`config.mk`:
```
export PLATFORM = sky130hd
export DESIGN_NAME = uart_rx_packer
export DESIGN_NICKNAME = d
export VERILOG_FILES = /design/src/rtl/uart_pkg.sv /design/src/rtl/rx_gap_timer.sv /design/src/rtl/uart_rx_packer.sv
export SDC_FILE = /design/constraint.sdc
export NUM_CORES = 1
export LEC_CHECK = 0
export BUFFER_PORTS_ARGS = -buffer_cell sky130_fd_sc_hd__buf_2
export CAP_MARGIN = 20
export CORE_UTILIZATION = 50
export CTS_CLUSTER_DIAMETER = 150
export DETAILED_ROUTE_END_ITERATION = 8
export PLACE_DENSITY = 0.73
export SYNTH_ARGS = -nofsm -noshare
export SYNTH_HDL_FRONTEND = slang
export SYNTH_SLANG_ARGS = --single-unit
```
`constraint.sdc`:
```
create_clock -name clk -period 2.6 [get_ports clk]
set_input_delay 0.52 -clock clk [delete_from_list [all_inputs] [get_ports clk]]
set_output_delay 0.52 -clock clk [all_outputs]
set_load 0.02 [all_outputs]
```
`src/rtl/uart_pkg.sv`:
```
// Shared types and defaults for the UART byte-to-word packer.
// The CHK state exists only when UART_RX_CHECKSUM_EN is defined.
package uart_pkg;

`ifdef UART_RX_CHECKSUM_EN
  typedef enum logic [1:0] {
    ST_IDLE = 2'd0,
    ST_HI   = 2'd1,
    ST_LO   = 2'd2,
    ST_CHK  = 2'd3
  } rx_state_e;
`else
  typedef enum logic [1:0] {
    ST_IDLE = 2'd0,
    ST_HI   = 2'd1,
    ST_LO   = 2'd2
  } rx_state_e;
`endif

  localparam logic [7:0] DEFAULT_HEADER         = 8'hA5;
  localparam int         DEFAULT_TIMEOUT_CYCLES = 100000;

endpackage

```
`src/rtl/rx_gap_timer.sv`:
```
// Saturating inter-byte gap counter; expired pulses in the cycle the
// count would reach TIMEOUT_CYCLES with no clear present.
module rx_gap_timer
  import uart_pkg::*;
#(
  parameter int TIMEOUT_CYCLES = DEFAULT_TIMEOUT_CYCLES
) (
  input  logic clk,
  input  logic reset,
  input  logic clear,
  input  logic enable,
  output logic expired
);

  localparam int CW = $clog2(TIMEOUT_CYCLES + 1);
  localparam logic [CW-1:0] LIMIT = CW'(TIMEOUT_CYCLES);
  localparam logic [CW-1:0] LAST  = CW'(TIMEOUT_CYCLES - 1);

  logic [CW-1:0] cnt_q, cnt_d;

  always_comb begin
    cnt_d = cnt_q;
    if (clear) begin
      cnt_d = '0;
    end else if (enable && (cnt_q != LIMIT)) begin
      cnt_d = cnt_q + 1'b1;
    end
  end

  always_ff @(posedge clk or negedge reset) begin
    if (!reset) begin
      cnt_q <= '0;
    end else begin
      cnt_q <= cnt_d;
    end
  end

  // A byte event in the limit cycle wins over the timeout.
  assign expired = enable && !clear && (cnt_q == LAST);

endmodule

```
`src/rtl/uart_rx_packer.sv`:
```
// Packs HEADER,hi,lo[,chk] UART byte frames into 16-bit words with a
// valid/ready output. Define UART_RX_CHECKSUM_EN to require the XOR checksum byte.
module uart_rx_packer
  import uart_pkg::*;
#(
  parameter logic [7:0] HEADER         = DEFAULT_HEADER,
  parameter int         TIMEOUT_CYCLES = DEFAULT_TIMEOUT_CYCLES
) (
  input  logic        clk,
  input  logic        reset,
  input  logic        i_rx_done,
  input  logic [7:0]  i_rx_data,
  output logic [15:0] o_word,
  output logic        o_word_valid,
  input  logic        i_word_ready,
  output logic        o_frame_err,
  output logic        o_overrun
);

  rx_state_e   state_q, state_d;
  logic        rx_done_q;
  logic [7:0]  hi_q, hi_d;
  logic [7:0]  lo_q, lo_d;
  logic [15:0] word_q, word_d;
  logic        valid_q, valid_d;
  logic        frame_err_q, frame_err_d;
  logic        overrun_q, overrun_d;

  logic        byte_ev;
  logic        gap_expired;
  logic        complete;
  logic        chk_err;
  logic [15:0] new_word;

  assign byte_ev = i_rx_done && !rx_done_q;

  rx_gap_timer #(
    .TIMEOUT_CYCLES(TIMEOUT_CYCLES)
  ) u_gap_timer (
    .clk    (clk),
    .reset  (reset),
    .clear  (byte_ev || (state_q == ST_IDLE)),
    .enable (state_q != ST_IDLE),
    .expired(gap_expired)
  );

  always_comb begin
    state_d  = state_q;
    hi_d     = hi_q;
    lo_d     = lo_q;
    complete = 1'b0;
    chk_err  = 1'b0;
    new_word = {hi_q, i_rx_data};
    case (state_q)
      ST_IDLE: begin
        if (byte_ev && (i_rx_data == HEADER)) state_d = ST_HI;
      end
      ST_HI: begin
        // HEADER value here is payload, never a resync.
        if (byte_ev) begin
          hi_d    = i_rx_data;
          state_d = ST_LO;
        end else if (gap_expired) begin
          state_d = ST_IDLE;
        end
      end
      ST_LO: begin
        if (byte_ev) begin
          lo_d = i_rx_data;
`ifdef UART_RX_CHECKSUM_EN
          state_d = ST_CHK;
`else
          complete = 1'b1;
          state_d  = ST_IDLE;
`endif
        end else if (gap_expired) begin
          state_d = ST_IDLE;
        end
      end
`ifdef UART_RX_CHECKSUM_EN
      ST_CHK: begin
        if (byte_ev) begin
          state_d = ST_IDLE;
          if (i_rx_data == (hi_q ^ lo_q)) begin
            complete = 1'b1;
            new_word = {hi_q, lo_q};
          end else begin
            chk_err = 1'b1;
          end
        end else if (gap_expired) begin
          state_d = ST_IDLE;
        end
      end
`endif
      default: state_d = ST_IDLE;
    endcase
  end

  always_comb begin
    word_d      = word_q;
    valid_d     = valid_q;
    overrun_d   = 1'b0;
    frame_err_d = gap_expired || chk_err;
    if (complete) begin
      // A held, unaccepted word is never overwritten.
      if (valid_q && !i_word_ready) begin
        overrun_d = 1'b1;
      end else begin
        word_d  = new_word;
        valid_d = 1'b1;
      end
    end else if (valid_q && i_word_ready) begin
      valid_d = 1'b0;
    end
  end

  always_ff @(posedge clk or negedge reset) begin
    if (!reset) begin
      state_q     <= ST_IDLE;
      rx_done_q   <= 1'b0;
      hi_q        <= 8'h00;
      lo_q        <= 8'h00;
      word_q      <= 16'h0000;
      valid_q     <= 1'b0;
      frame_err_q <= 1'b0;
      overrun_q   <= 1'b0;
    end else begin
      state_q     <= state_d;
      rx_done_q   <= i_rx_done;
      hi_q        <= hi_d;
      lo_q        <= lo_d;
      word_q      <= word_d;
      valid_q     <= valid_d;
      frame_err_q <= frame_err_d;
      overrun_q   <= overrun_d;
    end
  end

  assign o_word       = word_q;
  assign o_word_valid = valid_q;
  assign o_frame_err  = frame_err_q;
  assign o_overrun    = overrun_q;

endmodule
```
### Yosys cells after proc, flatten, opt, wreduce, memory -nomap -nowiden

Cells that the tools add are included.

* $add $sub $neg: 1
* bitwise gates (word level): 1
* reduce and logical (&&, ||, !) cells: 18
* equal/unequal tests: 7
* multiplexer cells: 14

Operators with widths (count)
* 17-bit two-way mux: 2
* 17-bit by 1-bit adder with 17-bit output, second input constant: 1
* 17-bit equality test, second input constant: 1
* 17-bit != test, second input constant: 1
* 8-bit equality test, second input constant: 1
* 2-bit two-way mux: 4
* 1-bit logical AND: 7
* 1-bit two-way mux: 7
* 2-bit one-hot mux with 3 select lines: 1
* 2-bit AND reduction: 3
* 2-bit nonzero test: 3
* 1-bit zero test: 3
* 2-bit by 1-bit equality test with 1-bit output, second input constant: 1
* 2-bit equality test, second input constant: 1
* 2-bit zero test: 1
* 2-bit by 1-bit != test with 1-bit output, second input constant: 1
* 2-bit != test, second input constant: 1
* 1-bit logical OR: 1
* 1-bit inverter: 1

* output and inout bits: 19
* register bits: 47
* input bits: 12

### Depth between registers and ports, before layout

* word-level depth: 9
* mapped depth: 6

### Hierarchy

From an unflattened synthesis, not the netlist that was laid out.

* cell total of the unflattened synthesis: 172
* area, all modules: 2157.1 um^2

By module, submodules not included
* uart_rx_packer: area each 1214.9 um^2, times used 1, cells an instance 72
* rx_gap_timer: area each 942.2 um^2, times used 1, cells an instance 100

### Worst setup path before layout

OpenSTA, ideal clock, no wires.

* kind: in2reg
* start point: input i_rx_done
* end point: register word_q[10] (netlist: o_word[10])
* library setup time: 0.128 ns
* buffers on the path: 1
* setup slack: 0.977 ns
* arrival time: 1.495 ns
* stages: 4
* required time: 2.472 ns
* path through: nor2b_1 > nand3_2 > buf_2 > mux2_1

* cells in the longest elaborated chain, start to end: 4

Ends and longest elaborated chain
* from (decl): RTL line uart_rx_packer.sv:11 `input logic i_rx_done,`
* 1-bit logical AND: RTL line uart_rx_packer.sv:35 `assign byte_ev = i_rx_done && !rx_done_q;`
* 1-bit two-way mux: RTL line uart_rx_packer.sv:68 `if (byte_ev) begin`
* 1-bit two-way mux: RTL line uart_rx_packer.sv:54 `case (state_q)`
* 2-bit AND reduction (no line)
* to (signal assigned): RTL line uart_rx_packer.sv:132 `word_q <= word_d;`
* to (decl): RTL line uart_rx_packer.sv:24 `logic [15:0] word_q, word_d;`

No other way between the ends.
A chain may end at the register's enable or synchronous reset.

### Worst setup path in the final report

* start point: register rx_done_q
* end point: register word_q[7] (netlist: o_word[7])

* cells in the longest elaborated chain, start to end: 5

Ends and longest elaborated chain
* from (decl): RTL line uart_rx_packer.sv:21 `logic rx_done_q;`
* from (signal assigned): RTL line uart_rx_packer.sv:129 `rx_done_q <= i_rx_done;`
* 1-bit zero test: RTL line uart_rx_packer.sv:35
* 1-bit logical AND: RTL line uart_rx_packer.sv:35
* 1-bit two-way mux: RTL line uart_rx_packer.sv:68
* 1-bit two-way mux: RTL line uart_rx_packer.sv:54
* 2-bit AND reduction (no line)

No other way between the ends.

==> summary.md <==
| Metric | Value |
|---|---|
| Met2 Wirelength | `1880 µm` |
| Synth cell types | `39` |
| Worst-case headroom to the max-slew limit | `60.2%` |
| Final estimated routing congestion in global placement | `0.851` |
| Crit end category | `flop` |
| Via-per-instance ratio | `5.48` |
| Violation count after the first detailed-routing iteration | `62` |
| ANT nets after route | `0` |
| Measured slew at the worst slew-check pin | `593 ps` |
| Post-synthesis net count | `184` |
| Final std cells w/o fill | `254` |
| Share of cells above drive strength 1 | `21.6%` |
| Leading cell type by number of instances after synthesis | `dfrtp_1` |
| Mean instance size in the synthesized netlist | `12.4 µm²` |
| Final critical delay including setup and external delays | `1680 ps` |
| Register area | `1180 µm²` |
| Largest net degree at the start of global routing | `28` |
| Area share of the leading cell type in the synthesized netlist | `55.8%` |
| Gate count after technology mapping | `170` |
| Most used DFF post-synth | `dfrtp_1` |
| Vertical die dimension | `67.0 µm` |
| Total power of the final layout | `1.33 mW` |
| Inserted Clock Buffers | `5` |
| Count of final max-slew check failures | `0` |
| Floorplan Core Area | `4030 µm²` |
| Unrepaired setup endpoints after global routing | `false` |
| Switching fraction of total power | `19.9%` |
| Clock network fraction of design power | `40.4%` |
| PortBufs | `30` |
| Die extent in x | `67.0 µm` |
| Cell types with the highest counts after synthesis | `dfrtp_1 (47), mux2_1 (24), nor2_1 (16)` |
| Outcome | `completed` |
| Final antenna diode count | `0` |
| Metal1 wirelength | `1730 µm` |
| Row count | `23` |
| Uppermost signal routing layer after detailed routing | `met4` |
| Largest area contributor in the synthesized netlist | `dfrtp_1` |
| Placed cell count | `246` |
| Level count of the clock H-tree | `2` |
| Via count of the first global-routing pass | `1404` |
| TritonCTS clock tree | `yes` |
| Power Internal | `1.07 mW` |
| Effective utilization at floorplan | `52.4%` |
| Worst Path Required | `2780 ps` |
| Count of TritonRoute iterations in the first routing pass | `4` |
| Post-cts hold buffer count | `0` |
| Routed wire length on met3 | `192 µm` |
| Post-synthesis async set-or-reset flop share | `100%` |
| Clock root buffer | `clkbuf_8` |
| DRC violation count after routing | `0` |
| Warnings, synthesis | `0` |
| Count of maximum capacitance violations | `0` |
| Total of flip-flops plus latches after synthesis | `47` |
| Final Hold Violating Endpoints | `0` |
| Final Hold Slack | `212 ps` |
| Number of clock sinks | `47` |
| Switching power of the nets | `0.266 mW` |
| Clk pin slew, worst setup/hold paths | `80 ps` |
| Power density over the cells | `551 nW/µm²` |
| FILL cells | `339` |
| Number of antenna violations at the first check in global routing | `0` |
| Critical path class | `reg2reg` |
| Critical path fanouts, max | `16` |
| Final period utilization | `64.6%` |
| Number of resized instances in the post-cts repair step | `0` |
| Combinational fraction of design power | `3.8%` |
| Area occupied by multi-input gates | `893 µm²` |
| Final worst slack | `922 ps` |
| Post-placement setup slack | `641 ps` |
| Area of the die | `4480 µm²` |
| Highest Clock Rate | `0.596 GHz` |
| GR Overflow Total | `0` |
| Setup TNS after final layout | `0 ps` |
| Average routed wire per standard cell | `15.1 µm` |
| Wire length of the first global-routing pass | `6490 µm` |
| Largest cells by area after synthesis | `dfrtp_1 (56%), mux2_1 (13%), xor2_1 (3.3%), nor2_1 (2.8%), nand4_1 (2.1%)` |
| P_leak | `1.22 nW` |
| Maximum resistive drop on vdd | `0.000426 V` |
| Classification of the worst-slack hold path | `in2async` |
| Total GRT Usage | `19.8%` |
| DR vias | `1393` |
| Clock Skews | `5.14 ps` |
| NumNets Final | `217` |
| Insertion delay of the later-clocked pin in the worst-skew pair | `300 ps` |
| Number of buffers on the longest clock path | `2` |
| Area growth from synthesis to layout | `14.8%` |
| Count of flip-flops with a built-in enable after synthesis | `0` |
| Total wire length | `3850 µm` |
| Proportion of synthesized chip area in sequential cells | `55.8%` |
| Sequential share of power | `55.8%` |
| Number of top-level pins | `31` |
| Synthesized cell area | `2110 µm²` |
| Post-detail-place hpwl | `2740 µm` |
| Buffers inserted during post-CTS setup optimization | `0` |
| Worst setup SP type | `flop` |
| Data arrival time of the critical path | `1860 ps` |
| Final-report setup violation count | `0` |
==> flip-flops by register name (all words and copies together), names as in the netlist <==
signal	flops
o_word	16
o_overrun	1
rx_done_q	1
hi_q	8
u_gap_timer.cnt_q	17
state_q	2
o_frame_err	1
o_word_valid	1
==> cells by family after synthesis <==
kind of cell,synth area share [%]
adder cells (fa/ha/maj),1.19
buffers and inverters,1.90
multiplexers,13.8
XOR/XNOR,4.98
flip-flops,55.8
AO/OA/AOI/OAI,1.78
AND/OR/NAND/NOR,20.6
==> final cells by class <==
class	instances	area share, %
Timing Repair Buffer	32	6.82
Inverter	2	0.310
Clock inverter	2	1.45
Multi-Input combinational cell	115	36.9
Tap cell	50	2.58
Clock buffer	6	3.41
Sequential cell	47	48.6
==> cell usage in the layout (no fill, tap or decap), types with 3 or more instances in the layout <==
master / n
nand3_1: 3
nand2b_1: 3
buf_2: 30
xor2_1: 8
clkbuf_8: 6
nand2_1: 10
and4_1: 4
nand4_1: 7
dfrtp_1: 47
xnor2_1: 4
nor2_1: 16
mux2_1: 24
==> routing by layer <==
metal	vias to the layer above	global-route usage, %
met4	0	7.18
met5	-	0
met3	5	5.65
met2	35	30.8
met1	682	26.0
li1	671	-
==> path summary, 6_finish.rpt <==
check,from,endpoint,slack [ps],cells after the start
setup reg to reg,rx_done_q$_DFF_PN0_,o_word[7]$_DFFE_PN0P_,920,3
setup / recovery,rx_done_q$_DFF_PN0_,o_word[7]$_DFFE_PN0P_,920,3
min in group clk,i_rx_done,rx_done_q$_DFF_PN0_,350,1
hold reg to reg,hi_q[4]$_DFFE_PN0P_,o_word[12]$_DFFE_PN0P_,480,1
max in group asynchronous,reset,o_word[4]$_DFFE_PN0P_,1700,2
hold / removal,reset,u_gap_timer.cnt_q[2]$_DFFE_PN0P_,210,1
==> stage by stage <==
stage	area, µm²	util [%]
after global placement	2300	57.2
after floorplan	2110	-
after global routing	2420	60.1
after detailed placement	2300	57.2
final	2420	60.1
after CTS	2420	60.1
==> worst max-delay path: stages, from the launching register on <==
cell and delay, ps:
dfrtp_1 380, nor2b_1 280, nand3_2 430, mux2_1 460
==> power by group through the flow <==
stage	combinational [mW]	clock [mW]	sequential [mW]
global placement	0.0500	0	0.758
floorplan	0.0122	0	0.764
CTS	0.0529	0.556	0.744
global route	0.0578	0.583	0.746
finish	0.0512	0.539	0.744
detailed placement	0.0524	0	0.759
No activity file was read; power rests on OpenSTA's default activity.
